<file path="src/rtl/mod_const_pipe.sv">
// rtl/mod_const_pipe.sv - pipelined remainder of a DATA_W-bit word by constant MODULUS, elastic handshake, sideband tag.
// Optional two's-complement (floor modulo) dividend when MOD_SIGNED_EN is defined.
module mod_const_pipe #(
  parameter int DATA_W  = 32,
  parameter int MODULUS = 17,
  parameter int TAG_W   = 4
) (
  input  logic                       clk,
  input  logic                       rst_n,
  input  logic                       mark_in,
  output logic                       in_ready,
  input  logic [DATA_W-1:0]          dividend,
  input  logic [TAG_W-1:0]           tag_in,
  output logic                       mark_out,
  input  logic                       out_ready,
  output logic [$clog2(MODULUS)-1:0] remainder,
  output logic [TAG_W-1:0]           tag_out
);

  localparam int REM_W   = $clog2(MODULUS);
  localparam int L       = $clog2(DATA_W);
  localparam int LATENCY = L + 5;
  localparam int MAX_SUM = DATA_W * (MODULUS - 1);
  localparam int SW      = $clog2(MAX_SUM + 1);
  localparam int NK      = MAX_SUM / MODULUS;

  // Packed table of per-bit weights 2^i mod MODULUS; the sign bit carries the negated weight.
  function automatic logic [DATA_W*SW-1:0] weights_all();
    logic [DATA_W*SW-1:0] v;
    int r;
    int w;
    v = '0;
    r = 1 % MODULUS;
    for (int i = 0; i < DATA_W; i++) begin
      w = r;
`ifdef MOD_SIGNED_EN
      if (i == DATA_W - 1) w = (MODULUS - r) % MODULUS;
`endif
      v = v | ((DATA_W*SW)'(w) << (i * SW));
      r = (r * 2) % MODULUS;
    end
    return v;
  endfunction

  localparam logic [DATA_W*SW-1:0] WGTS = weights_all();

  logic                         en;
  logic [LATENCY-1:0]           vld;
  logic [LATENCY-2:0][TAG_W-1:0] tag_pipe;
  logic [DATA_W-1:0]            data_s0;
  logic [SW-1:0]                tree     [0:L][0:DATA_W-1];
  logic [SW-1:0]                tree_nxt [0:L][0:DATA_W-1];
  logic [SW-1:0]                sum_a;
  logic [SW-1:0]                sum_b;
  logic [NK:1]                  ge;
  logic [NK:1]                  ge_nxt;
  logic [NK:1]                  onehot;
  logic [SW-1:0]                mult;
  logic [SW-1:0]                mult_nxt;

  assign en       = ~mark_out | out_ready;
  assign in_ready = en;
  assign mark_out = vld[LATENCY-1];

  for (genvar i = 0; i < DATA_W; i++) begin : g_term
    assign tree_nxt[0][i] = data_s0[i] ? WGTS[i*SW +: SW] : '0;
  end

  // Each level halves the operand count; an odd leftover passes straight through.
  for (genvar j = 1; j <= L; j++) begin : g_lvl
    localparam int PREV = (DATA_W + (1 << (j - 1)) - 1) >> (j - 1);
    for (genvar i = 0; i < DATA_W; i++) begin : g_node
      if (2*i + 1 < PREV) begin : g_add
        assign tree_nxt[j][i] = tree[j-1][2*i] + tree[j-1][2*i+1];
      end else if (2*i < PREV) begin : g_pass
        assign tree_nxt[j][i] = tree[j-1][2*i];
      end else begin : g_zero
        assign tree_nxt[j][i] = '0;
      end
    end
  end

  for (genvar k = 1; k <= NK; k++) begin : g_cmp
    assign ge_nxt[k] = (tree[L][0] >= SW'(k * MODULUS));
  end

  // ge is a thermometer code; its top set bit marks the largest multiple not above the sum.
  assign onehot = ge & ~(ge >> 1);

  for (genvar k = 1; k <= NK; k++) begin : g_sel
    logic [SW-1:0] acc;
    if (k == 1) begin : g_first
      assign acc = onehot[1] ? SW'(MODULUS) : '0;
    end else begin : g_next
      assign acc = g_sel[k-1].acc | (onehot[k] ? SW'(k * MODULUS) : '0);
    end
  end

  assign mult_nxt = g_sel[NK].acc;

  always_ff @(posedge clk) begin
    if (en) begin
      data_s0  <= dividend;
      tree     <= tree_nxt;
      sum_a    <= tree[L][0];
      ge       <= ge_nxt;
      sum_b    <= sum_a;
      mult     <= mult_nxt;
      tag_pipe <= {tag_pipe[LATENCY-3:0], tag_in};
    end
  end

  always_ff @(posedge clk or negedge rst_n) begin
    if (!rst_n) begin
      vld       <= '0;
      remainder <= '0;
      tag_out   <= '0;
    end else if (en) begin
      vld       <= {vld[LATENCY-2:0], mark_in};
      remainder <= REM_W'(sum_b - mult);
      tag_out   <= tag_pipe[LATENCY-2];
    end
  end

endmodule

</file>
<file path="config.mk">
export PLATFORM = sky130hd
export DESIGN_NAME = mod_const_pipe
export DESIGN_NICKNAME = d
export VERILOG_FILES = /design/src/rtl/mod_const_pipe.sv
export SDC_FILE = /design/constraint.sdc
export NUM_CORES = 1
export LEC_CHECK = 0
export BUFFER_PORTS_ARGS = -buffer_cell sky130_fd_sc_hd__buf_2
export CORE_MARGIN = 2
export CORE_UTILIZATION = 31
export CTS_CLUSTER_DIAMETER = 100
export CTS_CLUSTER_SIZE = 8
export DETAILED_ROUTE_END_ITERATION = 10
export HOLD_SLACK_MARGIN = 0.15
export SLEW_MARGIN = 20
export SYNTH_ARGS = -nofsm -noshare
export SYNTH_HDL_FRONTEND = slang
export SYNTH_SLANG_ARGS = --single-unit
export TNS_END_PERCENT = 1
</file>
<file path="constraint.sdc">
create_clock -name clk -period 6.65 [get_ports clk]
set_clock_uncertainty 0.1 [all_clocks]
set_input_delay 1.33 -clock clk [delete_from_list [all_inputs] [get_ports clk]]
set_output_delay 1.33 -clock clk [all_outputs]
set_load 0.005 [all_outputs]
</file>
# --- Word-level counts from Yosys, hierarchy flattened ---
# Index checks and enable logic that the tools add are counted.
word_totals:
  reg_bits: 762
  latch_bits: 0
  mem_bits_rw: 0
  rom_bits: 0
  inputBits: 40
  out_inout_bits: 11
  wordCells: 237
  mem_count: 0
classes:
  n_addsub: 32
  mul: 0
  div_mod_pow: 0
  n_lt_le_gt_ge: 30
  eq_ne: 0
  shift: 0
  n_mux: 62
  n_bitwise: 33
  reduce_logical: 0
op_table:
  columns: ["cell", "n"]
  rows:
  - ["10-bit adder", 31]
  - ["10-bit by 9-bit >= comparator with 1-bit output, second input constant", 15]
  - ["5-bit bitwise OR", 29]
  - ["5-bit two-way mux", 20]
  - ["4-bit two-way mux", 23]
  - ["10-bit by 8-bit >= comparator with 1-bit output, second input constant", 8]
  - ["10-bit by 7-bit >= comparator with 1-bit output, second input constant", 4]
  - ["30-bit bitwise AND", 1]
  - ["29-bit inverter with 30-bit output", 1]
  - ["3-bit two-way mux", 8]
  - ["10-bit by 6-bit >= comparator with 1-bit output, second input constant", 2]
  - ["2-bit two-way mux", 6]
  - ["10-bit by 5-bit >= comparator with 1-bit output, second input constant", 1]
  - ["1-bit two-way mux", 5]
  - ["5-bit subtractor", 1]
  - ["1-bit inverter", 1]
  - ["1-bit bitwise OR", 1]

# --- Logic depth before layout (Yosys ltp) ---
# Gate-level depths: netlist of run 1.
depth:
  ltp_word: 32
  ltp_mapped: 8
  ltp_nobuf: 8

# --- Worst setup path before layout of run 1 ---
# Ideal clock, no wire load.
synth_timing:
  path_type: "input to output"
  from: "input port out_ready"
  to: "output port in_ready"
  arrival_ns: 4.891
  required_time_ns: 5.220
  setup_slack_ns: 0.329
  stages: 3
  n_path_buf: 2
  path_cell_list: "nand2b_1 -> clkbuf_1 -> buf_2"
synth_via:
  elab_chain_cells: 1
synth_lines:
  columns: ["element", "line", "source"]
  rows:
  - ["start, declared", "15", "input logic out_ready,"]
  - ["1-bit bitwise OR", "61", "assign en = ~mark_out | out_ready;"]
  - ["end, declared", "11", "output logic in_ready,"]
# No other way between the ends.

# --- Worst setup path after layout of run 1 ---
# Same ends and word-level chain as after synthesis.

==> results of run 1 <==
==> per-stage QoR <==
stage | power, uW | hold slack [ns] | setup slack, ns
after floorplan | 5230 | 0.300 | 0.329
after global placement | 5670 | 0.300 | 3.07
after detailed placement | 5750 | 0.305 | 3.05
after CTS | 7720 | 0.306 | 3.04
after global routing | 8180 | 0.315 | 3.01
final | 7610 | 0.308 | 3.11
==> kinds of logic (layout without fill, tap and decap cells) <==
| kind of cell | after synthesis | after routing | share of synthesized area |
|---|---|---|---|
| compound gates | 138 | 138 | 0.0741 |
| xor+xnor | 45 | 45 | 0.0324 |
| fa+ha+maj | 74 | 74 | 0.0835 |
| buf+inv | 93 | 187 | 0.0298 |
| flops | 293 | 293 | 0.715 |
| mux | 15 | 15 | 0.0139 |
| simple gates | 115 | 115 | 0.0509 |
==> Yosys cell counts, types with 2 or more instances <==
master     number  area [sq um]
buf_1           2          7.51
o21ai_0        26           130
xnor2_1        32           280
a21oi_1        41           205
a21boi_0        4          30.0
fa_1           12           240
nor2b_1        19           119
o21ai_1         2          10.0
o41ai_1         2          17.5
xor2_1         13           114
nand2_1        17          63.8
a2111oi_0       3          26.3
inv_1          77           289
nand4_1         3          18.8
mux2_2         15           169
nand2b_1        9          56.3
o22ai_1         2          12.5
nand3_1        10          50.1
ha_1           62           776
clkbuf_1        3          11.3
nor4_1          2          12.5
a31oi_1         3          18.8
nor2_1         23          86.3
and3_1          7          43.8
o211ai_1        2          15.0
o21a_1          5          37.5
buf_2          11          55.1
edfxtp_1      274          8230
a221oi_1        2          17.5
o21bai_1        8          60.1
nor3_1         10          50.1
nand3b_1        2          15.0
o21ai_2         2          17.5
or3_1           2          12.5
a21o_1         21           158
a211oi_1        4          30.0
dfrtp_1        19           475
or2_2           3          18.8
==> registers in the layout, indices dropped and copies added, names as in the netlist <==
name / cells
remainder: 5
sum_b: 5
tree: 161
ge: 30
tag_pipe: 36
sum_a: 5
tag_out: 4
vld: 10
mult: 5
data_s0: 32
==> worst paths after layout <==
| path | start | to | slack (ns) | depth (start not counted) |
|---|---|---|---|---|
| setup / recovery | out_ready | in_ready | 3.11 | 3 |
| hold / removal | sum_a[1] | sum_b[1] | 0.31 | 0 |
| setup reg to reg | vld[9] | data_s0[27] | 4.39 | 2 |
| max in group asynchronous | rst_n | vld[8] | 5.53 | 1 |
| min in group asynchronous | rst_n | remainder[2] | 0.63 | 1 |
| hold reg to reg | sum_a[1] | sum_b[1] | 0.31 | 0 |
==> metal layers <==
| layer | track usage | up-vias | wire length, um |
|---|---|---|---|
| met5 | 0 | - | 0 |
| met1 | 0.104 | 2934 | 7430 |
| met4 | 0.0368 | 0 | 496 |
| li1 | - | 3001 | - |
| met2 | 0.153 | 144 | 8830 |
| met3 | 0.0256 | 43 | 953 |
==> layout by cell type, fill, tap and decap left out, types with 19 or more instances in the layout <==
master,count
buf_2,50
inv_1,77
a21o_1,21
o21ai_0,26
clkbuf_16,43
edfxtp_1,274
nor2b_1,19
xnor2_1,32
nor2_1,23
ha_1,62
dfrtp_1,19
a21oi_1,41
==> layout make-up <==
type,count,area share
Timing Repair Buffer,52,0.0196
Tap cell,518,0.0456
Clock inverter,3,0.00388
Clock buffer,55,0.0789
Inverter,77,0.0204
Sequential cell,293,0.613
Multi-Input combinational cell,387,0.219
==> worst reg2reg max path, stage by stage (launching register included) <==
cell and delay, ns:
dfrtp_1 0.39, nand2b_4 0.42, buf_12 0.70
==> power by group through the flow <==
stage	sequential (uW)	clock, uW	combinational (uW)
after CTS	3540	1980	2210
after detailed placement	3570	0	2190
final	3530	1900	2180
after floorplan	3380	0	1850
after global placement	3540	0	2140
after global routing	3610	2050	2510
==> impl_metrics.yaml, run 1 <==
run_status:
  status: "complete, no violations"
job:
  maxCapViolCount: 0
min_path:
  hold_class: "reg -> reg"
synth:
  synth_cell_types: 57
  avgSynthCellArea_sq_um: 15.7
  syn_area_sq_mm: 0.0122
  synth_nets: 887
  synthCells: 773
  ys_seq_elements: 293
  synth_seq_area_share: 0.715
  synth-main-ff-cell: "edfxtp_1"
  synth_edf_count: 274
  yosysWarningCount: 0
  synthArstFlopShare: 0.0648
layout:
  final_cell_area_sq_mm: 0.0142
  drive_gt1_frac: 0.146
  ff_latch_area_sq_mm: 0.00870
  multi_input_comb_area_sq_mm: 0.00311
  finalNonFillerCells: 1385
  synthToLayoutAreaGrowth_pct: 16.7
  nNetsFinal: 967
  antennaDiodeCount: 0
  n_fill_cell: 3661
  final_core_util: 0.367
timing:
  tightest_slew_ns: 1.09
  rsz0062_at_grt: "no"
  timing.setup.tns_ns: 0
  finalCritPeriodShare: 0.533
  slew_headroom: 0.273
  max_freq_mhz: 282
  finalCriticalPeriod_ns: 3.54
  maxSlewViolCount: 0
  finalSetupViolCount: 0
  hold_viol_final: 0
setup_path:
  criticalPathCategory: "in -> out"
  worstSetupStartpointType: "primary input"
  crit_slowest_cell: "nand2b_4"
  path_cells: "buf_2 > nand2b_4 > buf_2"
  crit_required_ns: 5.22
  slowest_delay_ns: 0.46
  path_max_fanout: 39
  arrival_ns: 2.11
  cpMostUsedCell: "buf_2"
  cp.buffers_inverters: 2
  crit_family: "simple AND/OR/NAND/NOR gates"
  critPathCaptureType: "primary output"
routing:
  drtAntennaViolNets: 0
  drtIter0Drc: 387
  finalWirelength_mm: 17.7
  dr_total_vias: 6122
  drcViolationCount: 0
  dr.pass1.iters: 5
  routedWlPerCell_um: 12.8
  avgViaCountPerCell: 4.42
grt:
  grt_pass1_wl_mm: 29.7
  grt_use_total: 0.0886
  overflow: 0
  grt_pass1_vias: 6269
  antenna_found_initial: 0
  grt_max_degree: 197
pwr:
  clkPwrFrac: 0.250
  power.density_mw_per_mm2: 536
  pwr-share-comb: 0.286
  p_leak_uw: 0.00552
  switching_power_uw: 2310
  power.ir.vdd_worst_mv: 0.253
  p_int_uw: 5290
  sw_frac_of_total: 0.304
  power_frac_seq: 0.464
floorplan:
  core_area_sq_mm: 0.0387
  start_util: 0.314
  core.rowCount: 72
  dieHeight_um: 202
  io_pins: 51
  dieArea_sq_mm: 0.0408
  die_width_um: 202
cts:
  cts_root_buf: "clkbuf_16"
  hold_buffers: 0
  cts.sinks: 293
  cts_tree: "built"
  clockBufferDepth: 3
  ctsResizeCount: 0
  post-cts-setup-buffer-count: 0
  cts.htree.levels: 2
  clk_latency_ns: 0.53
  cts.clk_slew.worst_paths_ns: 0.06
  cts_buffers: 42
placed_design:
  dp.cells: 1327
  dpl_cell_area_sq_mm: 0.0130
  hpwl_mm: 10.6
  io_buffers: 50
  place.gp.congestion: 0.896
No activity file was read; power rests on OpenSTA's default activity.
==> inputs of run 2 (changes only) <==
Clock period 6.65 ns to 3.5 ns, I/O delays scaled along.
==> run 2 against run 1 <==
  * Sequential power increased by 89%
  * Core utilization increased by 0.23 points
  * Die area unchanged
  * Setup slack got worse by 2.0 ns
==> impl_metrics.yaml, run 2 (synthesized netlist as in run 1, its figures left out) <==
routing:
  avgViaCountPerCell: 4.36
  routedWlPerCell_um: 12.4
  dr_total_vias: 6064
  finalWirelength_mm: 17.2
  drcViolationCount: 0
  drtIter0Drc: 277
  dr.pass1.iters: 4
  drtAntennaViolNets: 0
grt:
  overflow: 0
  antenna_found_initial: 0
  grt_pass1_vias: 6204
  grt_pass1_wl_mm: 29.3
  grt_use_total: 0.0879
  grt_max_degree: 86
cts:
  cts_buffers: 42
  cts_root_buf: "clkbuf_16"
  clockBufferDepth: 3
  ctsResizeCount: 0
  cts.htree.levels: 2
  clk_latency_ns: 0.53
  cts.sinks: 293
  cts.clk_slew.worst_paths_ns: 0.05
  hold_buffers: 1
  post-cts-setup-buffer-count: 0
  cts_tree: "built"
setup_path:
  criticalPathCategory: "reg -> out"
  worstSetupStartpointType: "flop"
  path_cells: "nand2b_4 > buf_2"
  path_max_fanout: 38
  critPathCaptureType: "primary output"
  crit_slowest_cell: "nand2b_4"
  crit_required_ns: 2.70
  slowest_delay_ns: 0.43
  arrival_ns: 1.56
  r2r_slack_ns: 1.43
pwr:
  switching_power_uw: 4360
  p_int_uw: 10100
  sw_frac_of_total: 0.302
  p_leak_uw: 0.00557
  pwr-share-comb: 0.290
  power_frac_seq: 0.461
  power.density_mw_per_mm2: 1010
  clkPwrFrac: 0.248
  power.ir.vdd_worst_mv: 0.437
floorplan:
  start_util: 0.314
  die_width_um: 202
  io_pins: 51
  core.rowCount: 72
  dieHeight_um: 202
  core_area_sq_mm: 0.0387
  dieArea_sq_mm: 0.0408
layout:
  largest_registers: "tree (161), tag_pipe (36), data_s0 (32)"
  nNetsFinal: 974
  final_core_util: 0.369
  synthToLayoutAreaGrowth_pct: 17.5
  largest_reg_flops: 161
  finalNonFillerCells: 1392
  antennaDiodeCount: 0
  drive_gt1_frac: 0.152
  largest_register: "tree"
  layout_common_cells: "edfxtp_1, inv_1, ha_1, buf_2, clkbuf_16"
  final_cell_area_sq_mm: 0.0143
  mostFrequentLayoutCell: "edfxtp_1"
placed_design:
  dp.cells: 1333
  place.gp.congestion: 0.817
  io_buffers: 50
  post-place-ws_ns: 1.18
  hpwl_mm: 11.0
  dpl_cell_area_sq_mm: 0.0131
job:
  maxCapViolCount: 0
timing:
  max_freq_mhz: 423
  rsz0062_at_grt: "no"
  hold_viol_final: 0
  finalSetupViolCount: 0
  finalCriticalPeriod_ns: 2.36
  maxSlewViolCount: 0
  tightest_slew_ns: 0.668
  timing.setup.tns_ns: 0
  finalCritPeriodShare: 0.676
  slew_headroom: 0.555
  setup_slack_ns: 1.14
run_status:
  status: "complete, no violations"
min_path:
  hold_class: "in -> reg"
run 2: cell count changes in the layout (fill, tap and decap cells not counted):
| cell | before | now |
|---|---|---|
| buf_12 | 1 | 3 |
| buf_4 | 1 | 5 |
| dlygate4sd3_1 | 0 | 1 |
| inv_16 | 1 | 0 |
| clkinv_16 | 1 | 2 |
run 2: layer usage:
metal,part of all wire,wire length [um],GRT usage
met1,0.44,7540,0.107
met4,0.028,488,0.0412
met2,0.48,8350,0.144
met5,0,0,0
met3,0.050,859,0.0250
run 2: layout make-up:
cell class                      instances  area [sq um]
Tap cell                              518           648
Inverter                               77           289
Clock buffer                           55          1120
Clock inverter                          3          65.1
Timing Repair Buffer                   59           358
Fill cell                            3666         24400
Multi-Input combinational cell        387          3110
Sequential cell                       293          8700
run 2: path summary, 6_finish.rpt:
path	startpoint	endpoint	cells after the start
worst max-delay path	vld[9]	in_ready	2
worst min-delay path	dividend[26]	data_s0[26]	1
worst max register to register	tree[940]	tree[636]	8
worst min register to register	tag_pipe[19]	tag_pipe[23]	0
max in group asynchronous	rst_n	vld[2]	2
min in group asynchronous	rst_n	remainder[0]	2
run 2: power groups by stage:
stage	combinational, uW	clock [uW]	sequential, uW
after floorplan	3520	0	6350
after CTS	4270	3720	6680
final	4190	3590	6660
after global placement	4150	0	6680
after global routing	4870	3860	6840
after detailed placement	4240	0	6730
run 2: critical path: cells and delay by family, from the launching register on:
family                 cells  cell delay [ns]
and+or+nand+nor            1             0.43
buffers and inverters      1             0.21
DFF                        1             0.40
run 2: through the flow:
step	hold WS (ns)	total power (uW)
final	0.237	14400
after global routing	0.212	15600
after CTS	0.208	14700
after detailed placement	0.305	11000
after global placement	0.301	10800
after floorplan	0.300	9880
